### src/rtl/load_store_unit_if.sv
// Request, response and Data_Memory signals of the load/store unit.
// The slave modport is the LSU's view; master is the execute/memory side.
interface load_store_unit_if #(
  parameter int DATA_W = 16,
  parameter int PTR_W  = 2
);
  logic              req_valid;
  logic              req_ready;
  logic              req_we;
  logic [DATA_W-1:0] req_addr;
  logic [DATA_W-1:0] req_wdata;
  logic              drain_req;
  logic              rsp_valid;
  logic [DATA_W-1:0] rsp_data;
  logic              sb_empty;
  logic [PTR_W:0]    sb_count;
  logic [DATA_W-1:0] mem_access_addr;
  logic [DATA_W-1:0] mem_write_data;
  logic              mem_write_en;
  logic              mem_read;
  logic [DATA_W-1:0] mem_read_data;

  modport slave (
    input  req_valid, req_we, req_addr, req_wdata, drain_req, mem_read_data,
    output req_ready, rsp_valid, rsp_data, sb_empty, sb_count,
           mem_access_addr, mem_write_data, mem_write_en, mem_read
  );

  modport master (
    output req_valid, req_we, req_addr, req_wdata, drain_req, mem_read_data,
    input  req_ready, rsp_valid, rsp_data, sb_empty, sb_count,
           mem_access_addr, mem_write_data, mem_write_en, mem_read
  );
endinterface

### src/rtl/load_store_unit.sv
// Memory-access stage: write-behind store buffer with store-to-load forwarding,
// sharing the single Data_Memory address port between loads and buffer drains.
module load_store_unit #(
  parameter int DATA_W = 16,
  parameter int DEPTH  = 4,
  parameter int PTR_W  = 2,
  parameter int CMP_W  = 3
) (
  input logic              clk,
  input logic              rst_n,
  load_store_unit_if.slave bus
);
  localparam logic [PTR_W:0]   FULL    = (PTR_W+1)'(DEPTH);
  localparam logic [PTR_W-1:0] PTR_ONE = PTR_W'(1);
  localparam logic [PTR_W:0]   CNT_ONE = (PTR_W+1)'(1);

  logic [PTR_W-1:0]  head_q, head_d, tail_q, tail_d;
  logic [PTR_W:0]    count_q, count_d;
  logic [DEPTH-1:0]  valid_q, valid_d;
  logic [DATA_W-1:0] addr_q [DEPTH];
  logic [DATA_W-1:0] data_q [DEPTH];
  logic              rsp_valid_q;
  logic [DATA_W-1:0] rsp_data_q;

  logic              accept, push, pop, load_acc;
  logic              fwd_hit;
  logic [DATA_W-1:0] fwd_data;
  logic [PTR_W-1:0]  idx;
  logic [DATA_W-1:0] mem_addr, mem_wdata;
  logic              mem_we, mem_rd;

  assign bus.req_ready = (count_q != FULL) && !bus.drain_req;
  assign accept        = rst_n && bus.req_valid && bus.req_ready;
  assign push          = accept && bus.req_we;
  assign load_acc      = accept && !bus.req_we;
  // An accepted request owns the memory port, so drain only in idle-request cycles.
  assign pop           = !accept && (count_q != '0);

  // Walk oldest to youngest so the last match left standing is the youngest.
  always_comb begin
    fwd_hit  = 1'b0;
    fwd_data = '0;
    idx      = '0;
    for (int unsigned i = 0; i < DEPTH; i++) begin
      idx = head_q + PTR_W'(i);
      if (((PTR_W+1)'(i) < count_q) && valid_q[idx] &&
          (addr_q[idx][CMP_W-1:0] == bus.req_addr[CMP_W-1:0])) begin
        fwd_hit  = 1'b1;
        fwd_data = data_q[idx];
      end
    end
  end

  always_comb begin
    head_d  = head_q;
    tail_d  = tail_q;
    count_d = count_q;
    valid_d = valid_q;
    if (push) begin
      valid_d[tail_q] = 1'b1;
      tail_d          = tail_q + PTR_ONE;
      count_d         = count_q + CNT_ONE;
    end else if (pop) begin
      valid_d[head_q] = 1'b0;
      head_d          = head_q + PTR_ONE;
      count_d         = count_q - CNT_ONE;
    end
  end

  always_comb begin
    mem_addr  = '0;
    mem_wdata = '0;
    mem_we    = 1'b0;
    mem_rd    = 1'b0;
    if (load_acc) begin
      mem_rd   = 1'b1;
      mem_addr = bus.req_addr;
    end else if (pop) begin
      mem_we    = 1'b1;
      mem_addr  = addr_q[head_q];
      mem_wdata = data_q[head_q];
    end
  end

  always_ff @(posedge clk or negedge rst_n) begin
    if (!rst_n) begin
      head_q      <= '0;
      tail_q      <= '0;
      count_q     <= '0;
      valid_q     <= '0;
      rsp_valid_q <= 1'b0;
      rsp_data_q  <= '0;
    end else begin
      head_q      <= head_d;
      tail_q      <= tail_d;
      count_q     <= count_d;
      valid_q     <= valid_d;
      rsp_valid_q <= load_acc;
      if (load_acc) rsp_data_q <= fwd_hit ? fwd_data : bus.mem_read_data;
    end
  end

  always_ff @(posedge clk) begin
    if (push) begin
      addr_q[tail_q] <= bus.req_addr;
      data_q[tail_q] <= bus.req_wdata;
    end
  end

  assign bus.rsp_valid       = rsp_valid_q;
  assign bus.rsp_data        = rsp_data_q;
  assign bus.sb_empty        = (count_q == '0);
  assign bus.sb_count        = count_q;
  assign bus.mem_access_addr = mem_addr;
  assign bus.mem_write_data  = mem_wdata;
  assign bus.mem_write_en    = mem_we;
  assign bus.mem_read        = mem_rd;
endmodule

### src/flat_wrapper.sv
// flat-port wrapper written by rule: the top's interface ports become plain ports
module load_store_unit_flat 
#(
  parameter int DATA_W = 16,
  parameter int DEPTH  = 4,
  parameter int PTR_W  = 2,
  parameter int CMP_W  = 3
)
  (clk, rst_n, bus_req_valid, bus_req_we, bus_req_addr, bus_req_wdata, bus_drain_req, bus_mem_read_data, bus_req_ready, bus_rsp_valid, bus_rsp_data, bus_sb_empty, bus_sb_count, bus_mem_access_addr, bus_mem_write_data, bus_mem_write_en, bus_mem_read);
  load_store_unit_if #(.DATA_W(DATA_W), .PTR_W(PTR_W)) bus_i ();
  input logic clk;
  input logic rst_n;
  input wire logic [$bits(bus_i.req_valid)-1:0] bus_req_valid;
  input wire logic [$bits(bus_i.req_we)-1:0] bus_req_we;
  input wire logic [$bits(bus_i.req_addr)-1:0] bus_req_addr;
  input wire logic [$bits(bus_i.req_wdata)-1:0] bus_req_wdata;
  input wire logic [$bits(bus_i.drain_req)-1:0] bus_drain_req;
  input wire logic [$bits(bus_i.mem_read_data)-1:0] bus_mem_read_data;
  output wire logic [$bits(bus_i.req_ready)-1:0] bus_req_ready;
  output wire logic [$bits(bus_i.rsp_valid)-1:0] bus_rsp_valid;
  output wire logic [$bits(bus_i.rsp_data)-1:0] bus_rsp_data;
  output wire logic [$bits(bus_i.sb_empty)-1:0] bus_sb_empty;
  output wire logic [$bits(bus_i.sb_count)-1:0] bus_sb_count;
  output wire logic [$bits(bus_i.mem_access_addr)-1:0] bus_mem_access_addr;
  output wire logic [$bits(bus_i.mem_write_data)-1:0] bus_mem_write_data;
  output wire logic [$bits(bus_i.mem_write_en)-1:0] bus_mem_write_en;
  output wire logic [$bits(bus_i.mem_read)-1:0] bus_mem_read;
  assign bus_i.req_valid = bus_req_valid;
  assign bus_i.req_we = bus_req_we;
  assign bus_i.req_addr = bus_req_addr;
  assign bus_i.req_wdata = bus_req_wdata;
  assign bus_i.drain_req = bus_drain_req;
  assign bus_i.mem_read_data = bus_mem_read_data;
  assign bus_req_ready = bus_i.req_ready;
  assign bus_rsp_valid = bus_i.rsp_valid;
  assign bus_rsp_data = bus_i.rsp_data;
  assign bus_sb_empty = bus_i.sb_empty;
  assign bus_sb_count = bus_i.sb_count;
  assign bus_mem_access_addr = bus_i.mem_access_addr;
  assign bus_mem_write_data = bus_i.mem_write_data;
  assign bus_mem_write_en = bus_i.mem_write_en;
  assign bus_mem_read = bus_i.mem_read;
  load_store_unit #(.DATA_W(DATA_W), .DEPTH(DEPTH), .PTR_W(PTR_W), .CMP_W(CMP_W)) u_core (.clk(clk), .rst_n(rst_n), .bus(bus_i));
endmodule
### config.mk
export PLATFORM = sky130hd
export DESIGN_NAME = load_store_unit_flat
export DESIGN_NICKNAME = d
export VERILOG_FILES = /design/src/rtl/load_store_unit_if.sv /design/src/rtl/load_store_unit.sv /design/src/flat_wrapper.sv
export SDC_FILE = /design/constraint.sdc
export NUM_CORES = 1
export LEC_CHECK = 0
export CORE_MARGIN = 4
export CORE_UTILIZATION = 45
export DETAILED_ROUTE_END_ITERATION = 8
export PLACE_DENSITY_LB_ADDON = 0.2
export SLEW_MARGIN = 30
export SYNTH_ARGS = -nofsm -noshare
export SYNTH_HDL_FRONTEND = slang
export SYNTH_SLANG_ARGS = --single-unit
### constraint.sdc
create_clock -name clk -period 5.9 [get_ports clk]
set_input_delay 0.885 -clock clk [delete_from_list [all_inputs] [get_ports clk]]
set_output_delay 0.885 -clock clk [all_outputs]
set_load 0.03 [all_outputs]
# Yosys cells after proc, flatten, opt, wreduce, memory -nomap -nowiden
# Memory sizes are Yosys's and may differ from the RTL's.
# Cells that the tools add are included.
# op_classes
add_sub_neg	6
magnitude_cmp	11
n_eq_ne	5
mux	34
n_bitwise	4
n_reduce_logical	23
# op_table
operator	n
two-way mux 16 bit	9
logical AND 1 bit	16
< comparator 2 x 3 -> 1 bit, second input constant	5
two-way mux 1 bit	15
equality test 3 bit	4
binary-select mux 1 bit (select 2 bit)	4
two-way mux 4 bit	2
< comparator 1 x 3 -> 1 bit, first input constant	2
< comparator 2 x 3 -> 1 bit, first input constant	2
two-way mux 3 bit	2
adder 2 x 1 -> 2 bit, second input constant	2
adder 2 bit, second input constant	2
AND 4 bit	1
demux 1 bit (select 2 bit)	2
>= comparator 2 x 1 -> 1 bit, second input constant	2
NOT 4 bit	1
OR 4 bit	1
adder 3 x 1 -> 3 bit, second input constant	1
zero test 1 bit	3
zero test 3 bit	1
!= test 3 bit, second input constant	1
nonzero test 3 bit	1
subtractor 3 x 1 -> 3 bit, second input constant	1
AND reduction 2 bit	1
other kinds (2)	2
# word_totals
regBits	28
ram_bits	128
inputBits	53
out_inout_bits	56
word_cells	91
n_memories	2
# memory_table
memory	words	word_bits	read_ports	rd_ports_with_merged_regs	write_ports	line_no	text
u_core.addr_q	4	16	4	0	1	load_store_unit.sv:20	logic [DATA_W-1:0] addr_q [DEPTH];
u_core.data_q	4	16	4	0	1	load_store_unit.sv:21	logic [DATA_W-1:0] data_q [DEPTH];

# Logic depth before layout (Yosys ltp)
# Gate-level depths: netlist (run 1).
# depth
ltp_word	9
mapped_depth	16
depth_no_buf	8

# Worst setup path after synthesis (run 1)
# OpenSTA, ideal clock, no wires.
# synth_timing
path_kind	reg2reg
from	reg u_core.head_q[1]
to	reg u_core.rsp_data_q[10] (netlist: u_core.bus.rsp_data[10])
setup_ns	0.130
t_arrival_ns	4.239
required_time_ns	5.770
setup_slack_ns	1.531
path_stages_with_launch	16
n_path_buf	7
period_less_slack_ns	4.369
path_cell_list	dfrtp_1 -> clkbuf_1 -> clkbuf_1 -> clkbuf_1 -> buf_1 -> inv_1 -> ha_1 -> buf_6 -> mux4_2 -> xor2_1 -> or4_4 -> buf_6 -> buf_6 -> mux2_4 -> o2111ai_2 -> nand3_1
# synth_via
elab_chain_len	9
word_cells_on_any_way	34
classes_between	3 x add/sub; 4 x eq/ne; 17 x mux; 8 x reduce/logical; 2 x memory
# synth_lines
element	line_no	text
start: declaration	load_store_unit.sv:17	logic [PTR_W-1:0] head_q, head_d, tail_q, tail_d;
start signal: assignment	load_store_unit.sv:87	head_q <= '0;
start signal: assignment	load_store_unit.sv:94	head_q <= head_d;
parallel branches: the longest is 8 deep, another holds memory read (4 x 16 bit)	n/a	
two-way mux 16 bit *	load_store_unit.sv:99	if (load_acc) rsp_data_q <= fwd_hit ? fwd_data : bus.mem_read_data;
end signal: assignment	load_store_unit.sv:99	
end: declaration	load_store_unit.sv:23	logic [DATA_W-1:0] rsp_data_q;
# Mark *: on every way between the ends. The select of a mux whose other input is x is not followed.
# A chain may end at the register's enable or synchronous reset.

# Final worst setup path (run 1)
# layout_timing
from	reg u_core.head_q[0]
to	out bus_mem_write_data[3]
# layout_via
elab_chain_len	3
# layout_lines
element	line_no	text
memory read (4 x 16 bit)	n/a	
two-way mux 16 bit	load_store_unit.sv:78	end else if (pop) begin
two-way mux 16 bit	load_store_unit.sv:75	if (load_acc) begin
end: declaration	flat_wrapper.sv:25	output wire logic [$bits(bus_i.mem_write_data)-1:0] bus_mem_write_data;
# No other way between the ends.

==> results.yml, run 1 <==
logic_synthesis:
  synthFlopType: "edfxtp_1"
  yosysUniqueCellTypes: 41
  yosysWarnings: 0
  synth_edf_count: 128
  syn_nets: 608
  synth_area_sq_mm: 0.00875
  syn_area_per_cell_sq_um: 16.1
  synthCells: 543
  ys_ff_latch: 156
  async_flop_share: 0.179
  yosysSeqAreaShare: 0.520
hold_path:
  hold_class: "input port to async pin"
sta:
  slew_headroom: 0.434
  rsz0062_at_grt: "false"
  whs_ns: 0.546
  setup_tns_ns: 0
  finClkSkew_ns: 0.00896
  worst_slew_pin_slew_ns: 0.847
  period_minus_slack_ns: 4.67
  hold_viol_final: 0
  maxSlewViolCount: 0
  fmax_mhz: 214
  worst_slack_ns: 1.23
  finalSetupViolations: 0
  timing.final.crit_share: 0.791
clocking:
  clk_pin_slew_ns: 0.06
  root_buffer: "clkbuf_16"
  cts_tree: "yes"
  post_cts_resized: 0
  clock_latency_ns: 0.42
  ctsLongestPathBuffers: 2
  post_cts_buffers: 0
  clock_sink_count: 156
  hold_buffers: 0
  h-tree-depth: 4
  cts_buffers: 17
critical_path:
  start_kind: "register"
  path_buf_inv: 3
  cpPeakStageDelay_ns: 0.66
  cp_data_required_time_ns: 5.02
  critical_path_class: "register to output port"
  path_max_fanout: 40
  path_cells: "buf_4 -> buf_4 -> mux4_2 -> and2_1 -> clkdlybuf4s50_1"
  slowest_stage: "dfrtp_4"
  worst_ep_arrival_time_ns: 3.78
  cp-end-kind: "output port"
  cpMostUsedCell: "buf_4"
  crit_family: "buffers and inverters"
floorplan:
  coreArea_sq_mm: 0.0189
  dieArea_sq_mm: 0.0217
  pin_count: 109
  die-width_microns: 147
  die_height_microns: 147
  start_util: 0.463
  rows: 50
route:
  drt_pass1_iterations: 4
  route.detailed.drc: 0
  totalWireLength_mm: 19.4
  antenna_left: 0
  drt_iter0_drc: 276
  viasPerCell: 5.87
  wl_per_cell_microns: 21.5
  vias: 5311
outcome:
  status: "completed"
power:
  vdd_drop_max_uv: 261
  powerDensity_mw_per_mm2: 472
  p_leak_nw: 3.56
grt:
  grt_util_all_layers: 0.185
  gr-total-overflow: 0
  grt_pass1_wl_mm: 31.1
  antenna_found_initial: 0
  grt_pass1_vias: 5690
  grt_start_max_net_pins: 56
placement:
  gp_congestion: 0.777
  hpwl_mm: 12.1
  portBuffers: 108
  pre_cts_slack_ns: 1.41
cells_and_area:
  nFillCells: 1486
  antennaDiodeCount: 0
  drive_above_1_share: 0.267
  syn2layout_area_growth_pct: 22.0
  layout.nets: 697
flow_run:
  cap_violations: 0
-- placed cells by master (no fill, tap or decap), types with 9 or more instances in the layout --
| master | count |
|---|---|
| clkdlybuf4s50_1 | 107 |
| nand2b_1 | 16 |
| clkbuf_16 | 17 |
| and2_1 | 16 |
| a22o_1 | 16 |
| dfrtp_1 | 26 |
| xor2_1 | 9 |
| mux2_4 | 10 |
| ha_1 | 11 |
| nor2b_1 | 17 |
| edfxtp_1 | 128 |
| or4b_1 | 13 |
| mux4_2 | 93 |
| nand3_1 | 16 |
| a31oi_1 | 16 |
| buf_4 | 11 |
| nor2_1 | 34 |
| o2111ai_2 | 10 |
-- synthesized netlist by cell type, types with 6 or more instances --
library cell	number	area (sq um)
and2_1	20	125
inv_1	7	26.3
xor2_1	9	78.8
nor2b_1	17	106
ha_1	12	150
a22o_1	16	140
or4b_1	13	130
dfrtp_1	28	701
xnor2_1	7	61.3
a31oi_1	16	100
nand2b_1	16	100
o2111ai_1	6	52.6
edfxtp_1	128	3840
nand3_1	16	80.1
clkbuf_1	23	86.3
nor2_1	34	128
mux4_2	93	2090
mux2_1	6	67.6
o2111ai_2	10	150
mux2_4	10	150
buf_1	7	26.3
buf_2	12	60.1
-- layout make-up --
cell class / count / area (sq um) / area share
Sequential cell: 156 / 4550 / 0.426
Multi-Input combinational cell: 331 / 3970 / 0.372
Timing Repair Buffer: 119 / 1160 / 0.109
Clock buffer: 17 / 425 / 0.0399
Tap cell: 260 / 325 / 0.0305
Clock inverter: 15 / 221 / 0.0208
Inverter: 7 / 26.3 / 0.00246
-- cell families after synthesis --
logic type / share of synthesized area
DFF: 0.520
and+or+nand+nor: 0.0888
muxes: 0.264
AOI/OAI and AO/OA: 0.0635
buffers and inverters: 0.0305
xor gates and xnor gates: 0.0160
adders and majority gates: 0.0172
-- through the flow --
step | area, sq um | instances | util | power, mW
final | 10700 | 905 | 0.565 | 5.03
after floorplan | 8750 | 543 | - | 3.25
after global routing | 10700 | 905 | 0.565 | 5.32
after CTS | 10700 | 905 | 0.565 | 5.09
after detailed placement | 10000 | 873 | 0.531 | 3.89
after global placement | 10000 | 873 | 0.530 | 3.85
-- worst paths after layout --
kind                                    from                       to  slack [ns]  cells past startpoint
min in group clk           u_core.valid_q[2]        u_core.valid_q[2]        0.61                      1
setup / recovery            u_core.head_q[0]    bus_mem_write_data[3]        1.23                      5
hold reg to reg            u_core.valid_q[2]        u_core.valid_q[2]        0.61                      1
max in group asynchronous              rst_n         u_core.head_q[0]        4.75                      1
hold / removal                         rst_n   u_core.bus.sb_count[0]        0.55                      1
setup reg to reg            u_core.head_q[0]  u_core.bus.rsp_data[11]        1.45                     10
-- state kept, by name (all words and copies together), names as in the netlist --
name and flops:
u_core.addr_q 64, u_core.bus.rsp_data 16, u_core.bus.rsp_valid 1, u_core.bus.sb_count 3
u_core.data_q 64, u_core.head_q 2, u_core.tail_q 2, u_core.valid_q 4
-- report_power, final --
group          leakage, nW  total, mW  switching [mW]  internal [mW]
Sequential            1.45       1.37           0.102           1.27
Combinational         1.80       2.48            1.20           1.28
Clock                0.319       1.18           0.432          0.751
Total                 3.56       5.03            1.73           3.30
-- routing by layer --
layer | global-route usage | vias to the layer above | wire [microns]
li1 | - | 2409 | -
met1 | 0.231 | 2705 | 7790
met2 | 0.327 | 174 | 10300
met3 | 0.0395 | 23 | 1090
met4 | 0.0555 | 0 | 269
met5 | 0 | - | 0
-- worst reg2reg max path, cell delays in order, from the launching register on --
cell	delay, ns
dfrtp_4	0.66
inv_1	0.16
ha_2	0.39
buf_4	0.32
mux4_2	0.56
xor2_1	0.14
or4_4	0.37
nand3b_1	0.69
buf_4	0.47
or4b_1	0.53
nand3_1	0.10
(Power assumes the default switching activity.)
==> inputs of run 2 (changes only) <==
==> constraint.sdc (replaced) <==
create_clock -name clk -period 4.6 [get_ports clk]
set_input_delay 0.69 -clock clk [delete_from_list [all_inputs] [get_ports clk]]
set_output_delay 0.69 -clock clk [all_outputs]
set_load 0.03 [all_outputs]
==> run 2 against run 1 <==
Clock skew increased by 0.0025 ns. Combinational power up 30%. Global-route usage decreased by 0.24 points. Hold slack worse by 0.16 ns. Flip-flop and latch count stayed put. Critical path depth up 1. Sequential share of layout area increased by 0.36 points. Wire length fell by 1.2%. Clock power grew 10%. Cell count decreased by 0.11%. Utilization down 0.47 points. Via count up 1.0%.
==> results.yml, run 2 (synthesis gave the netlist of run 1 again) <==
sta:
  maxSlewViolCount: 0
  slew_headroom: 0.468
  whs_ns: 0.384
  timing.final.crit_share: 0.820
  hold_viol_final: 0
  rsz0062_at_grt: "false"
  setup_tns_ns: 0
  worst_slack_ns: 0.827
  worst_slew_pin_slew_ns: 0.797
  finClkSkew_ns: 0.0115
  finalSetupViolations: 0
  period_minus_slack_ns: 3.77
  fmax_mhz: 265
floorplan:
  die_height_microns: 147
  rows: 50
  dieArea_sq_mm: 0.0217
  coreArea_sq_mm: 0.0189
  start_util: 0.463
  pin_count: 109
  die-width_microns: 147
cells_and_area:
  layout_common_cells: "128 x edfxtp_1, 107 x clkdlybuf4s50_1, 93 x mux4_2"
  nFillCells: 1517
  final_cell_area_sq_mm: 0.0106
  layout_commonest_cell: "edfxtp_1"
  syn2layout_area_growth_pct: 21.0
  antennaDiodeCount: 0
  drive_above_1_share: 0.262
  layout.nets: 697
outcome:
  status: "completed"
placement:
  place_area_sq_mm: 0.0100
  pre_cts_slack_ns: 1.02
  portBuffers: 108
  gp_congestion: 0.805
  hpwl_mm: 11.9
critical_path:
  start_kind: "register"
  path_max_fanout: 18
  cp_data_required_time_ns: 3.91
  cp-end-kind: "output port"
  cpPeakStageDelay_ns: 0.68
  worst_ep_arrival_time_ns: 3.08
  critical_path_class: "register to output port"
  path_cells: "inv_1 -> ha_1 -> a21oi_1 -> and4b_2 -> a22o_1 -> clkdlybuf4s50_1"
  slowest_stage: "clkdlybuf4s50_1"
route:
  viasPerCell: 5.93
  drt_pass1_iterations: 5
  wl_per_cell_microns: 21.2
  totalWireLength_mm: 19.2
  route.detailed.drc: 0
  antenna_left: 0
  vias: 5365
  drt_iter0_drc: 261
power:
  power.share.clock: 0.208
  p_int_mw: 4.03
  p_leak_nw: 3.51
  powerDensity_mw_per_mm2: 591
  vdd_drop_max_uv: 392
  pwr-share-comb: 0.517
  p_switching_mw: 2.23
  pwr-share-seq: 0.275
  finalPower_mw: 6.25
  switching_share: 0.356
clocking:
  clock_sink_count: 156
  post_cts_buffers: 0
  clock_latency_ns: 0.42
  cts_tree: "yes"
  post_cts_resized: 0
  ctsLongestPathBuffers: 2
  cts_buffers: 17
  hold_buffers: 0
  root_buffer: "clkbuf_16"
  h-tree-depth: 4
  clk_pin_slew_ns: 0.06
grt:
  grt_pass1_vias: 5679
  grt_util_all_layers: 0.183
  grt_start_max_net_pins: 96
  gr-total-overflow: 0
  grt_pass1_wl_mm: 30.8
  antenna_found_initial: 0
flow_run:
  cap_violations: 0
hold_path:
  hold_class: "input port to async pin"
==> run 2: changes by cell type in the layout (fill, tap and decap cells not counted), sizes merged <==
| cell | before | now |
|---|---|---|
| bufinv | 5 | 1 |
| clkinv | 9 | 7 |
| clkinvlp | 0 | 2 |
| inv | 8 | 10 |
| clkbuf | 17 | 18 |
==> run 2: critical path: cells and delay by family (launching register included) <==
| kind | cells | cell delay [ns] |
|---|---|---|
| and+or+nand+nor | 1 | 0.64 |
| buffers and inverters | 2 | 0.79 |
| AOI/OAI and AO/OA | 2 | 0.52 |
| adders and majority gates | 1 | 0.22 |
| DFF | 1 | 0.48 |
==> run 2: layout make-up <==
class                      count  area [sq um]  area share
clock inverter                13           119      0.0112
multi-input combinational    331          3960       0.375
clock buffer                  18           429      0.0405
inverter                       7          26.3     0.00248
sequential                   156          4550       0.430
tap                          260           325      0.0307
timing repair buffer         119          1170       0.111
==> run 2: stage by stage <==
step / utilization / std cells
final: 0.560 / 904
after global routing: 0.560 / 904
after CTS: 0.560 / 904
after detailed placement: 0.531 / 873
after global placement: 0.531 / 873
after floorplan: - / 543
==> run 2: final timing paths <==
path                                         from                 endpoint  slack [ns]  cells after the start
min                                         rst_n        u_core.valid_q[3]        0.38                      2
max                        u_core.bus.sb_count[0]  bus_mem_access_addr[12]        0.83                      6
min reg2reg                     u_core.valid_q[2]        u_core.valid_q[2]        0.62                      1
max in group asynchronous                   rst_n         u_core.head_q[0]        3.88                      2
min in group clk                u_core.valid_q[2]        u_core.valid_q[2]        0.62                      1
max reg2reg                      u_core.head_q[0]   u_core.bus.rsp_data[1]        1.17                     10
==> run 2: per-layer routing <==
layer	up-vias	GRT usage	routed length (microns)
li1	2403	-	-
met1	2800	0.234	8040
met2	141	0.311	9830
met3	21	0.0448	985
met4	0	0.0578	341
met5	-	0	0
==> run 2: power by group through the flow <==
stage | clock network (mW) | logic (mW) | registers, mW
final | 1.30 | 3.23 | 1.72
after global routing | 1.39 | 3.50 | 1.73
after CTS | 1.33 | 3.28 | 1.72
after detailed placement | 0 | 3.26 | 1.74
after global placement | 0 | 3.22 | 1.74
after floorplan | 0 | 2.39 | 1.78
==> inputs of run 3 (changes only) <==
==> constraint.sdc (replaced) <==
create_clock -name clk -period 3.8 [get_ports clk]
set_input_delay 0.57 -clock clk [delete_from_list [all_inputs] [get_ports clk]]
set_output_delay 0.57 -clock clk [all_outputs]
set_load 0.03 [all_outputs]
==> run 3 against run 2 <==
Non-clock buffer count grew 5. Hold slack worse by 0.15 ns. Via count is 0.45% higher. Sequential share of layout area fell by 0.29 points. First-iteration DRC count increased by 11%. Utilization increased by 0.38 points. Register-to-register slack worse by 0.76 ns. Clock skew about the same. Cell count is 0.66% higher.
==> results.yml, run 3 (synthesis gave the netlist of run 1 again) <==
route:
  drt_pass1_iterations: 4
  wl_per_cell_microns: 21.3
  totalWireLength_mm: 19.4
  drt_iter0_drc: 290
  vias: 5389
  route.detailed.drc: 0
  viasPerCell: 5.92
  antenna_left: 0
power:
  finalPower_mw: 7.55
  p_int_mw: 4.86
  p_switching_mw: 2.70
  p_leak_nw: 3.58
  vdd_drop_max_uv: 542
  power.share.clock: 0.208
  pwr-share-comb: 0.517
  powerDensity_mw_per_mm2: 709
  switching_share: 0.357
  pwr-share-seq: 0.275
clocking:
  cts_tree: "yes"
  hold_buffers: 0
  ctsLongestPathBuffers: 2
  post_cts_buffers: 0
  clk_pin_slew_ns: 0.06
  cts_buffers: 17
  clock_latency_ns: 0.42
  root_buffer: "clkbuf_16"
  post_cts_resized: 0
  clock_sink_count: 156
  h-tree-depth: 4
sta:
  rsz0062_at_grt: "false"
  whs_ns: 0.239
  finalSetupViolations: 0
  maxSlewViolCount: 0
  worst_slew_pin_slew_ns: 0.795
  timing.final.crit_share: 0.911
  slew_headroom: 0.470
  fmax_mhz: 289
  hold_viol_final: 0
  setup_tns_ns: 0
  period_minus_slack_ns: 3.46
  finClkSkew_ns: 0.0114
hold_path:
  hold_class: "input port to async pin"
placement:
  portBuffers: 108
  gp_congestion: 0.766
  place_area_sq_mm: 0.0101
  hpwl_mm: 12.2
critical_path:
  cp_data_required_time_ns: 3.23
  start_kind: "register"
  reg2reg_depth: 9
  reg2reg_from: "u_core.head_q[0]"
  critical_path_class: "register to output port"
  worst_ep_arrival_time_ns: 2.89
  r2r_slack_ns: 0.41
  r2r-end: "u_core.bus.rsp_data[1]"
  path_max_fanout: 22
  cp-end-kind: "output port"
floorplan:
  die-width_microns: 147
  pin_count: 109
  die_height_microns: 147
  rows: 50
  coreArea_sq_mm: 0.0189
  start_util: 0.463
  dieArea_sq_mm: 0.0217
grt:
  antenna_found_initial: 2
  grt_start_max_net_pins: 96
  grt_util_all_layers: 0.185
  grt_pass1_wl_mm: 31.2
  grt_pass1_vias: 5621
  gr-total-overflow: 0
cells_and_area:
  layout_commonest_cell: "edfxtp_1"
  multiInputGateArea_sq_mm: 0.00396
  syn2layout_area_growth_pct: 21.8
  nFillCells: 1529
  drive_above_1_share: 0.292
  layout.nets: 702
  final_cell_area_sq_mm: 0.0107
  fin_util: 0.564
  area.sequential_sq_mm: 0.00455
  layout_common_cells: "128 x edfxtp_1, 93 x mux4_2, 92 x clkdlybuf4s50_1"
  antennaDiodeCount: 0
outcome:
  status: "completed"
flow_run:
  cap_violations: 0
==> run 3: cell types whose count changed in the layout (fill, tap and decap cells not counted), sizes merged <==
| cell | before | now |
|---|---|---|
| clkinv | 7 | 8 |
| clkdlybuf4s50 | 107 | 92 |
| buf | 12 | 32 |
==> run 3: metrics by stage <==
step	setup WS, ns	cells
6_report	0.340	910
2_1_floorplan	0.0328	543
3_5_place_dp	0.393	878
5_1_grt	0.157	910
4_1_cts	0.304	910
3_3_place_gp	0.473	878
==> run 3: how the worst max path moves through the flow <==
stage,from,to,slack [ns],cells after the start
6_report,u_core.bus.sb_count[0],bus_mem_write_data[4],0.34,8
5_1_grt,u_core.bus.sb_count[0],bus_mem_read,0.16,6
3_5_place_dp,u_core.head_q[0],u_core.bus.rsp_data[0],0.39,9
4_1_cts,u_core.bus.sb_count[0],bus_mem_read,0.30,6
3_3_place_gp,u_core.head_q[0],u_core.bus.rsp_data[1],0.47,9
2_1_floorplan,u_core.head_q[0],u_core.bus.rsp_data[10],0.03,15
==> run 3: worst max-delay path, cell delays in order, from the launching register on <==
cell and delay (ns):
dfrtp_1 0.50, inv_1 0.11, ha_1 0.22, nor2b_1 0.14, a31o_2 0.25, inv_1 0.05
buf_4 0.28, and2_1 0.22, clkdlybuf4s50_1 0.69
==> run 3: power groups by stage <==
stage               Clock, mW  Combinational [mW]  Sequential, mW
global route             1.69                4.23            2.09
finish                   1.57                3.91            2.08
floorplan                   0                2.92            2.16
detailed placement          0                3.95            2.11
CTS                      1.60                3.97            2.08
global placement            0                3.92            2.10
==> run 3: routing by layer <==
| layer | vias to the layer above | wire length (microns) | GRT usage |
|---|---|---|---|
| met1 | 2784 | 7980 | 0.239 |
| met2 | 165 | 10100 | 0.319 |
| met3 | 22 | 1110 | 0.0408 |
| met5 | - | 27 | 0 |
| li1 | 2414 | - | - |
| met4 | 4 | 215 | 0.0471 |
==> run 3: area by class of cell <==
type | instances | area share
multi-input cells | 331 | 0.372
inverters | 7 | 0.00247
clock inverters | 14 | 0.0113
clock buffers | 18 | 0.0403
flip-flops and latches | 156 | 0.427
well taps | 260 | 0.0305
repair buffers | 124 | 0.117
